### src/rtl/fpu_div_ctrl.sv
// rtl/fpu_div_ctrl.sv - issue/capture stage in front of a combinational single-precision divider
module fpu_div_ctrl #(
    parameter int NEXP          = 8,
    parameter int NSIG          = 23,
    parameter int SETTLE_CYCLES = 4
) (
    input  logic                 clk,
    input  logic                 rst,
    input  logic                 in_valid,
    output logic                 in_ready,
    input  logic [NEXP+NSIG:0]   in_a,
    input  logic [NEXP+NSIG:0]   in_b,
    output logic [NEXP+NSIG:0]   div_a,
    output logic [NEXP+NSIG:0]   div_b,
    input  logic [NEXP+NSIG:0]   div_d,
    input  logic                 div_o,
    input  logic                 div_v,
    output logic                 out_valid,
    input  logic                 out_ready,
    output logic [NEXP+NSIG:0]   out_d,
    output logic                 out_overflow,
    output logic                 out_underflow,
    output logic                 out_invalid,
    output logic                 out_divzero
);
    localparam int W = NEXP + NSIG + 1;
    localparam logic [W-2:0] INF_MAG = {{NEXP{1'b1}}, {NSIG{1'b0}}};
    localparam logic [W-1:0] QNAN    = {1'b0, {NEXP{1'b1}}, 1'b1, {(NSIG-1){1'b0}}};

    typedef enum logic [1:0] {IDLE, SETTLE, RESULT} state_t;

    state_t         state_q, state_d;
    logic [3:0]     cnt_q, cnt_d;
    logic [W-1:0]   div_a_q, div_a_d, div_b_q, div_b_d;
    logic [W-1:0]   out_d_q, out_d_d;
    logic           out_valid_q, out_valid_d;
    logic           ovf_q, ovf_d, unf_q, unf_d, inv_q, inv_d, dz_q, dz_d;

    logic           a_exp_ones, b_exp_ones, a_frac_nz, b_frac_nz;
    logic           a_nan, b_nan, a_inf, b_inf, a_zero, b_zero, sgn;

    // Classifying the incoming words is equivalent to classifying div_a/div_b after the accepting edge.
    always_comb begin
        a_exp_ones = &in_a[W-2:NSIG];
        b_exp_ones = &in_b[W-2:NSIG];
        a_frac_nz  = |in_a[NSIG-1:0];
        b_frac_nz  = |in_b[NSIG-1:0];
        a_nan      = a_exp_ones && a_frac_nz;
        b_nan      = b_exp_ones && b_frac_nz;
        a_inf      = a_exp_ones && !a_frac_nz;
        b_inf      = b_exp_ones && !b_frac_nz;
        a_zero     = ~|in_a[W-2:NSIG];
        b_zero     = ~|in_b[W-2:NSIG];
        sgn        = in_a[W-1] ^ in_b[W-1];
    end

    always_comb begin
        state_d     = state_q;
        cnt_d       = cnt_q;
        div_a_d     = div_a_q;
        div_b_d     = div_b_q;
        out_d_d     = out_d_q;
        out_valid_d = out_valid_q;
        ovf_d       = ovf_q;
        unf_d       = unf_q;
        inv_d       = inv_q;
        dz_d        = dz_q;
        case (state_q)
            IDLE: begin
                if (in_valid) begin
                    div_a_d     = in_a;
                    div_b_d     = in_b;
                    ovf_d       = 1'b0;
                    unf_d       = 1'b0;
                    inv_d       = 1'b0;
                    dz_d        = 1'b0;
                    state_d     = RESULT;
                    out_valid_d = 1'b1;
                    if (a_nan || b_nan) begin
                        out_d_d = QNAN;
                        inv_d   = 1'b1;
                    end else if ((a_zero && b_zero) || (a_inf && b_inf)) begin
                        out_d_d = QNAN;
                        inv_d   = 1'b1;
                    end else if (a_inf) begin
                        out_d_d = {sgn, INF_MAG};
                    end else if (b_zero) begin
                        out_d_d = {sgn, INF_MAG};
                        dz_d    = 1'b1;
                    end else if (a_zero || b_inf) begin
                        out_d_d = {sgn, {(W-1){1'b0}}};
                    end else begin
                        state_d     = SETTLE;
                        out_valid_d = 1'b0;
                        cnt_d       = 4'(SETTLE_CYCLES - 1);
                    end
                end
            end
            SETTLE: begin
                if (cnt_q != 4'd0) begin
                    cnt_d = cnt_q - 4'd1;
                end else begin
                    out_d_d     = div_d;
                    ovf_d       = div_o;
                    unf_d       = div_v;
                    inv_d       = 1'b0;
                    dz_d        = 1'b0;
                    out_valid_d = 1'b1;
                    state_d     = RESULT;
                end
            end
            RESULT: begin
                if (out_ready) begin
                    out_valid_d = 1'b0;
                    state_d     = IDLE;
                end
            end
            default: state_d = IDLE;
        endcase
    end

    always_ff @(posedge clk) begin
        if (rst) begin
            state_q     <= IDLE;
            cnt_q       <= 4'd0;
            div_a_q     <= '0;
            div_b_q     <= '0;
            out_d_q     <= '0;
            out_valid_q <= 1'b0;
            ovf_q       <= 1'b0;
            unf_q       <= 1'b0;
            inv_q       <= 1'b0;
            dz_q        <= 1'b0;
        end else begin
            state_q     <= state_d;
            cnt_q       <= cnt_d;
            div_a_q     <= div_a_d;
            div_b_q     <= div_b_d;
            out_d_q     <= out_d_d;
            out_valid_q <= out_valid_d;
            ovf_q       <= ovf_d;
            unf_q       <= unf_d;
            inv_q       <= inv_d;
            dz_q        <= dz_d;
        end
    end

    assign in_ready      = (state_q == IDLE) && !rst;
    assign div_a         = div_a_q;
    assign div_b         = div_b_q;
    assign out_valid     = out_valid_q;
    assign out_d         = out_d_q;
    assign out_overflow  = ovf_q;
    assign out_underflow = unf_q;
    assign out_invalid   = inv_q;
    assign out_divzero   = dz_q;
endmodule
### config.mk
export PLATFORM = sky130hd
export DESIGN_NAME = fpu_div_ctrl
export DESIGN_NICKNAME = d
export VERILOG_FILES = /design/src/rtl/fpu_div_ctrl.sv
export SDC_FILE = /design/constraint.sdc
export NUM_CORES = 1
export LEC_CHECK = 0
export BUFFER_PORTS_ARGS = -buffer_cell sky130_fd_sc_hd__buf_2
export CORE_AREA = 5 5 99 101
export CTS_CLUSTER_DIAMETER = 50
export CTS_CLUSTER_SIZE = 14
export DETAILED_ROUTE_END_ITERATION = 12
export DIE_AREA = 0 0 104 106
export GPL_ROUTABILITY_DRIVEN = 0
export GPL_TIMING_DRIVEN = 0
export PLACE_DENSITY = 0.92
export SLEW_MARGIN = 25
export SYNTH_ARGS = -nofsm -noshare
export SYNTH_HDL_FRONTEND = slang
export SYNTH_SLANG_ARGS = --single-unit
### constraint.sdc
create_clock -name clk -period 3.5 [get_ports clk]
set_clock_uncertainty 0.15 [all_clocks]
set_input_delay 0.175 -clock clk [delete_from_list [all_inputs] [get_ports clk]]
set_output_delay 0.175 -clock clk [all_outputs]
set_load 0.05 [all_outputs]
==> flow_summary.yaml, run 1 <==
clock_tree:
  cts_htree_levels: 3
  cts_setup_buffers: 0
  clockRootBuffer: "clkbuf_8"
  clkTransAtPathRegs_ns: 0.10
  clock-sinks: 107
  cts_tree: "yes"
  numCtsBuffers: 9
  clkLatencyLatePin_ns: 0.36
  cts_max_path_buffers: 2
routing:
  drt-total-wl_um: 17000
  drt_first_iter_violations: 252
  drc: 0
  vias: 5284
  wire_per_inst_um: 17.7
  avgViaCountPerCell: 5.49
  ant_nets: 0
  first_pass_iters: 5
worst_setup_path:
  rr_startpoint: "state_q[1]$_SDFFE_PP0P_"
  path_max_fanout: 10
  cp_cell_sequence: "inv_1 -> ha_1 -> buf_2 -> inv_2 -> o22ai_1 -> or2_1 -> buf_2 -> a21o_1 -> clkbuf_1 -> nand2_1 -> a21oi_1"
  max_stage_delay_ns: 0.43
  worstPathArrival_ns: 2.77
  cp.required_ns: 3.63
  start_kind: "flop"
  worstSetupPathType: "flop to flop"
  cp-end-kind: "flop"
  crit_top_cell: "buf_2"
  cp_slowest_cell: "clkbuf_1"
  setup.worst_path.start: "state_q[1]$_SDFFE_PP0P_"
synthesis:
  yosys-top-cells-area: "dfxtp_1, nand2_1, a21oi_1"
  synthCells: 538
  synth.top_cell.area_share: 0.496
  synth_most_common_cell: "nand2_1"
  synth_commonest_cells: "nand2_1, dfxtp_1, a21oi_1"
  ys_types: 39
  syn_avg_cell_area_sq_um: 8.02
  syn_nets: 645
  syn-cell-area_sq_um: 4320
  synth_edf_count: 0
  async_reset_ff_frac: 0
  ys_ff_latch: 107
  synth_ff_type: "dfxtp_1"
  ys_seq_area_frac: 0.496
  synth_top_area_cell: "dfxtp_1"
  yosysWarnings: 0
global_route:
  gr-total-overflow: 0
  track_usage: 0.302
  grt_pass1_wl_um: 27100
  grt_pass1_vias: 5330
  grt_start_max_net_pins: 18
  grt_antenna_before_repair: 0
floorplan:
  die_area_sq_um: 11000
  die_w_um: 104
  start_util: 0.483
  core.rowCount: 35
  ios: 204
  core-area_sq_um: 8930
  dieHeight_um: 106
sta:
  hold_violations: 0
  worst_slew_pin_slew_ns: 0.885
  whs_ns: 0.0244
  slew_headroom: 0.408
  finalCritPeriodShare: 0.755
  slew_viol_final: 0
  final.setup.worst_slack_ns: 0.856
  post-route-min-period_ns: 2.64
  fmax_mhz: 378
  setup_viol: 0
  rsz0062_at_grt: "no"
  tns_ns: 0
placed_design:
  dp_slack_ns: 1.03
  dp.cells: 851
  place_hpwl_um: 10300
  portBuffers: 202
outcome:
  status: "complete, no violations"
cells_and_area:
  syn2layout_area_growth_pct: 52.8
  stdcell_count: 963
  finalNetCount: 954
  drive_gt1_frac: 0.278
  fillers: 604
power:
  switching_share: 0.478
  clockPowerShare: 0.158
  cellPowerDensity_nw_per_um2: 648
  pwr-share-comb: 0.485
  vdd_drop_max_v: 0.000337
  power.leakage_nw: 2.95
  pwr-share-seq: 0.357
  internal_power_mw: 2.23
  p_switching_mw: 2.05
worst_hold_path:
  min_from: "div_d[31]"
  hp-class: "input port to flop"
job:
  drv_cap: 0
==> power groups by stage <==
stage | Sequential [mW] | Combinational [mW] | Clock [mW]
floorplan | 2.12 | 0.849 | 0
CTS | 1.51 | 2.02 | 0.693
global route | 1.55 | 2.22 | 0.739
global placement | 1.53 | 1.91 | 0
detailed placement | 1.54 | 1.93 | 0
finish | 1.52 | 2.07 | 0.677
==> flip-flops by register name, summed over array words and instances (netlist names) <==
name,flops
out_d,32
state_q,2
out_underflow,1
div_b,32
div_a,32
out_invalid,1
out_divzero,1
out_valid,1
out_overflow,1
cnt_q,4
==> layout by cell type (no fill, tap or decap), types with 4 or more instances in the layout <==
| cell | instances |
|---|---|
| a21oi_1 | 96 |
| buf_1 | 11 |
| buf_2 | 207 |
| clkbuf_1 | 22 |
| clkbuf_8 | 9 |
| dfxtp_1 | 107 |
| dlygate4sd3_1 | 96 |
| ha_1 | 5 |
| inv_1 | 6 |
| nand2_1 | 159 |
| nand3_1 | 24 |
| nand3b_1 | 8 |
| nand4_1 | 7 |
| nor2_1 | 23 |
| nor3_1 | 6 |
| nor4_1 | 10 |
| o21ai_0 | 4 |
| o41ai_2 | 8 |
==> repair_timing <==
action / 4_1_cts / 5_1_grt
setup endpoints to repair: 0 / 0
hold buffers: 96 / 0
gates resized for setup: 0 / 0
endpoints found under the hold margin: 96 / 0
==> stage by stage <==
step / cell area [sq um] / utilization / power (mW)
CTS: 6590 / 0.738 / 4.22
finish: 6590 / 0.738 / 4.27
global route: 6590 / 0.738 / 4.51
global placement: 5470 / 0.612 / 3.44
detailed placement: 5470 / 0.612 / 3.47
floorplan: 4320 / - / 2.97
==> path summary, 6_finish.rpt <==
check                            to  slack [ns]  depth (start not counted)
min          out_d[31]$_SDFFE_PP0P_        0.02                          3
max          out_d[14]$_SDFFE_PP0P_        0.86                         11
min reg2reg  out_d[12]$_SDFFE_PP0P_        0.31                          2
max reg2reg  out_d[14]$_SDFFE_PP0P_        0.86                         11
==> logic make-up (layout without fill, tap and decap cells) <==
kind of cell | after synthesis | count (layout) | share of synthesized area
multiplexers | 2 | 2 | 0.00464
adder cells (fa/ha/maj) | 5 | 5 | 0.0145
flip-flops | 107 | 107 | 0.496
other | 0 | 1 | 0
AND/OR/NAND/NOR | 254 | 254 | 0.266
XOR/XNOR | 1 | 1 | 0.00203
AO/OA/AOI/OAI | 124 | 124 | 0.174
buffers and inverters | 45 | 358 | 0.0423
==> area by class of cell <==
type | count | area [sq um] | share of cell area
tap | 111 | 139 | 0.0211
inverter | 7 | 26.3 | 0.00398
clock buffer | 10 | 128 | 0.0194
clock inverter | 5 | 37.5 | 0.00569
timing repair buffer | 298 | 1970 | 0.299
sequential | 107 | 2140 | 0.325
buffer | 38 | 156 | 0.0237
multi-input combinational | 386 | 1990 | 0.302
antenna | 1 | 2.50 | 0.000380
==> critical path: cells and delay by family, from the launching register on <==
family,cells,cell delay (ns)
buffers and inverters,5,1.01
AOI/OAI and AO/OA,3,0.65
DFF,1,0.34
and+or+nand+nor,2,0.24
adders and majority gates,1,0.14
==> routing by layer <==
metal,global-route usage,up-vias,routed length (um)
met5,0,-,0
met4,0.157,0,791
met3,0.0820,72,1630
met2,0.526,359,8240
met1,0.338,2398,6370
li1,-,2455,-
Power figures use the tool's default switching activity.
==> inputs of run 2 (changes only) <==
Settings changed: ABC_AREA set to 1, CORE_AREA 5 5 99 101 to 5 5 110 112, DIE_AREA 0 0 104 106 to 0 0 115 117, PLACE_DENSITY 0.92 to 0.83.
Clock period 3.5 ns to 2.4 ns, I/O delays scaled along.
==> run 2 against run 1 <==
Against the previous run: die area rose by 22%; synthesized area rose by 5.0%; non-clock buffer count rose by 1; maximum frequency rose by 17%; count of clock-buffer cells in the layout did not move; utilization fell by 10 points; sequential share of layout area fell by 2.2 points; combinational power rose to 2.6 times the previous value; first-iteration DRC count rose by 86%; highest routed layer is now met5.
==> flow_summary.yaml, run 2 <==
outcome:
  status: "complete, no violations"
sta:
  finalCritPeriodShare: 0.944
  post-route-min-period_ns: 2.27
  tns_ns: 0
  slew_headroom: 0.642
  setup_viol: 0
  slew_viol_final: 0
  fmax_mhz: 441
  hold_violations: 0
  worst_slew_pin_slew_ns: 0.537
  rsz0062_at_grt: "no"
power:
  vdd_drop_max_v: 0.000627
  cellPowerDensity_nw_per_um2: 1360
  p_total_mw: 9.64
  power.leakage_nw: 3.40
cells_and_area:
  drive_gt1_frac: 0.252
  fin_util: 0.635
  postLayoutCellArea_sq_um: 7060
  syn2layout_area_growth_pct: 55.9
  finalNetCount: 1080
  final_common_cell: "nor2_1"
  fillers: 917
  layout_common_cells: "nor2_1, buf_2, nand2_1"
floorplan:
  dieHeight_um: 117
  die_w_um: 115
  core.rowCount: 39
  start_util: 0.407
  die_area_sq_um: 13500
  core-area_sq_um: 11100
  ios: 204
routing:
  vias: 5651
  ant_nets: 0
  drt-total-wl_um: 17700
  drc: 0
  wire_per_inst_um: 15.7
  drt_first_iter_violations: 469
  avgViaCountPerCell: 5.03
  first_pass_iters: 5
synthesis:
  syn_nets: 766
  syn_avg_cell_area_sq_um: 6.87
  ys_seq_area_frac: 0.473
  ys_types: 26
  synth.top_cell.area_share: 0.473
  yosysWarnings: 0
  synth_most_common_cell: "nor2_1"
  synthCells: 659
  synth_top_area_cell: "dfxtp_1"
  synth_commonest_cells: "nor2_1, nand2_1, dfxtp_1"
  yosys-top-cells-area: "dfxtp_1, nor2_1, nand2_1"
  async_reset_ff_frac: 0
  syn-cell-area_sq_um: 4530
  synth_edf_count: 0
  ys_ff_latch: 107
  synth_ff_type: "dfxtp_1"
worst_setup_path:
  regToRegSetupSlack_ns: 0.13
  cp-end-kind: "flop"
  path_max_fanout: 10
  worstSetupPathType: "flop to flop"
  cp.required_ns: 2.51
  start_kind: "flop"
  worstPathArrival_ns: 2.38
global_route:
  grt_pass1_wl_um: 26800
  grt_antenna_before_repair: 3
  grt_pass1_vias: 5519
  track_usage: 0.254
  gr-total-overflow: 0
  grt_start_max_net_pins: 19
clock_tree:
  numCtsBuffers: 9
  cts_htree_levels: 3
  clkTransAtPathRegs_ns: 0.08
  clkLatencyLatePin_ns: 0.34
  clockRootBuffer: "clkbuf_16"
  clock-sinks: 107
  cts_max_path_buffers: 2
  cts_tree: "yes"
placed_design:
  place_hpwl_um: 10800
  portBuffers: 202
  placed_cell_area_sq_um: 5720
job:
  drv_cap: 0
worst_hold_path:
  hp-class: "input port to flop"
run 2: changes by cell type after synthesis, moves of 5 or more:
cell | previous run | this run
inv_1 | 6 | 21
nor3_1 | 6 | 1
nand2_1 | 159 | 126
a21oi_1 | 96 | 16
o21ai_1 | 3 | 8
nor2_1 | 23 | 231
nor4_1 | 10 | 0
o21ai_0 | 4 | 74
nor2_2 | 0 | 7
nand3b_1 | 8 | 0
buf_1 | 11 | 3
o41ai_2 | 8 | 0
nand3_1 | 24 | 8
run 2: timing repair:
action / 4_1_cts / 5_1_grt
hold buffers: 98 / 0
setup endpoints to repair: 0 / 11
buffers inserted: 0 / 3
endpoints found under the hold margin: 98 / 0
resized for setup: 0 / 3
run 2: path summary, 6_finish.rpt:
kind | start | cells past startpoint | end
setup / recovery | state_q[1]$_SDFFE_PP0P_ | 8 | out_d[19]$_SDFFE_PP0P_
hold / removal | rst | 2 | out_d[31]$_SDFFE_PP0P_
setup reg to reg | state_q[1]$_SDFFE_PP0P_ | 8 | out_d[19]$_SDFFE_PP0P_
hold reg to reg | out_valid$_SDFFE_PP0P_ | 2 | out_valid$_SDFFE_PP0P_
run 2: kinds of logic after synthesis:
group           Yosys count  share of synthesized area
compound gates          102                      0.117
xor+xnor                  2                    0.00387
fa+ha+maj                 5                     0.0138
buf+inv                  57                     0.0566
flops                   107                      0.473
simple gates            386                      0.336
run 2: cell type report:
type,instances,area [sq um],area share
Multi-Input combinational cell,495,2140,0.302
Buffer,34,171,0.0243
Clock inverter,6,73.8,0.0105
Timing Repair Buffer,303,2030,0.287
Clock buffer,10,239,0.0338
Sequential cell,107,2140,0.303
Inverter,23,86.3,0.0122
Antenna cell,3,7.51,0.00106
Tap cell,143,179,0.0253
run 2: per-layer routing:
metal | GRT usage | vias up | part of all wire
li1 | - | 2707 | -
met1 | 0.269 | 2541 | 0.36
met2 | 0.444 | 297 | 0.49
met3 | 0.0643 | 104 | 0.077
met4 | 0.174 | 2 | 0.066
met5 | 0 | - | 0.0010
run 2: report_power, final:
part | switching [mW] | internal [mW]
combinational | 3.95 | 1.43
clock | 0.708 | 0.850
sequential | 0.317 | 2.39
run 2: worst max-delay path: stages, from the launching register on:
cell and delay [ns]:
dfxtp_1 0.32, inv_1 0.07, ha_1 0.26, clkbuf_2 0.27, buf_1 0.42, nand2_1 0.24, nand2_1 0.16, nand2_1 0.08
nor2_1 0.21
run 2: per-stage QoR:
stage                     setup slack (ns)  instances  hold WS [ns]
after floorplan                      0.558        659         0.118
after global placement               0.266       1004         0.231
after detailed placement             0.243       1004         0.241
after CTS                            0.175       1118        0.0451
after global routing                0.0361       1123        0.0552
final                                0.135       1124        0.0393
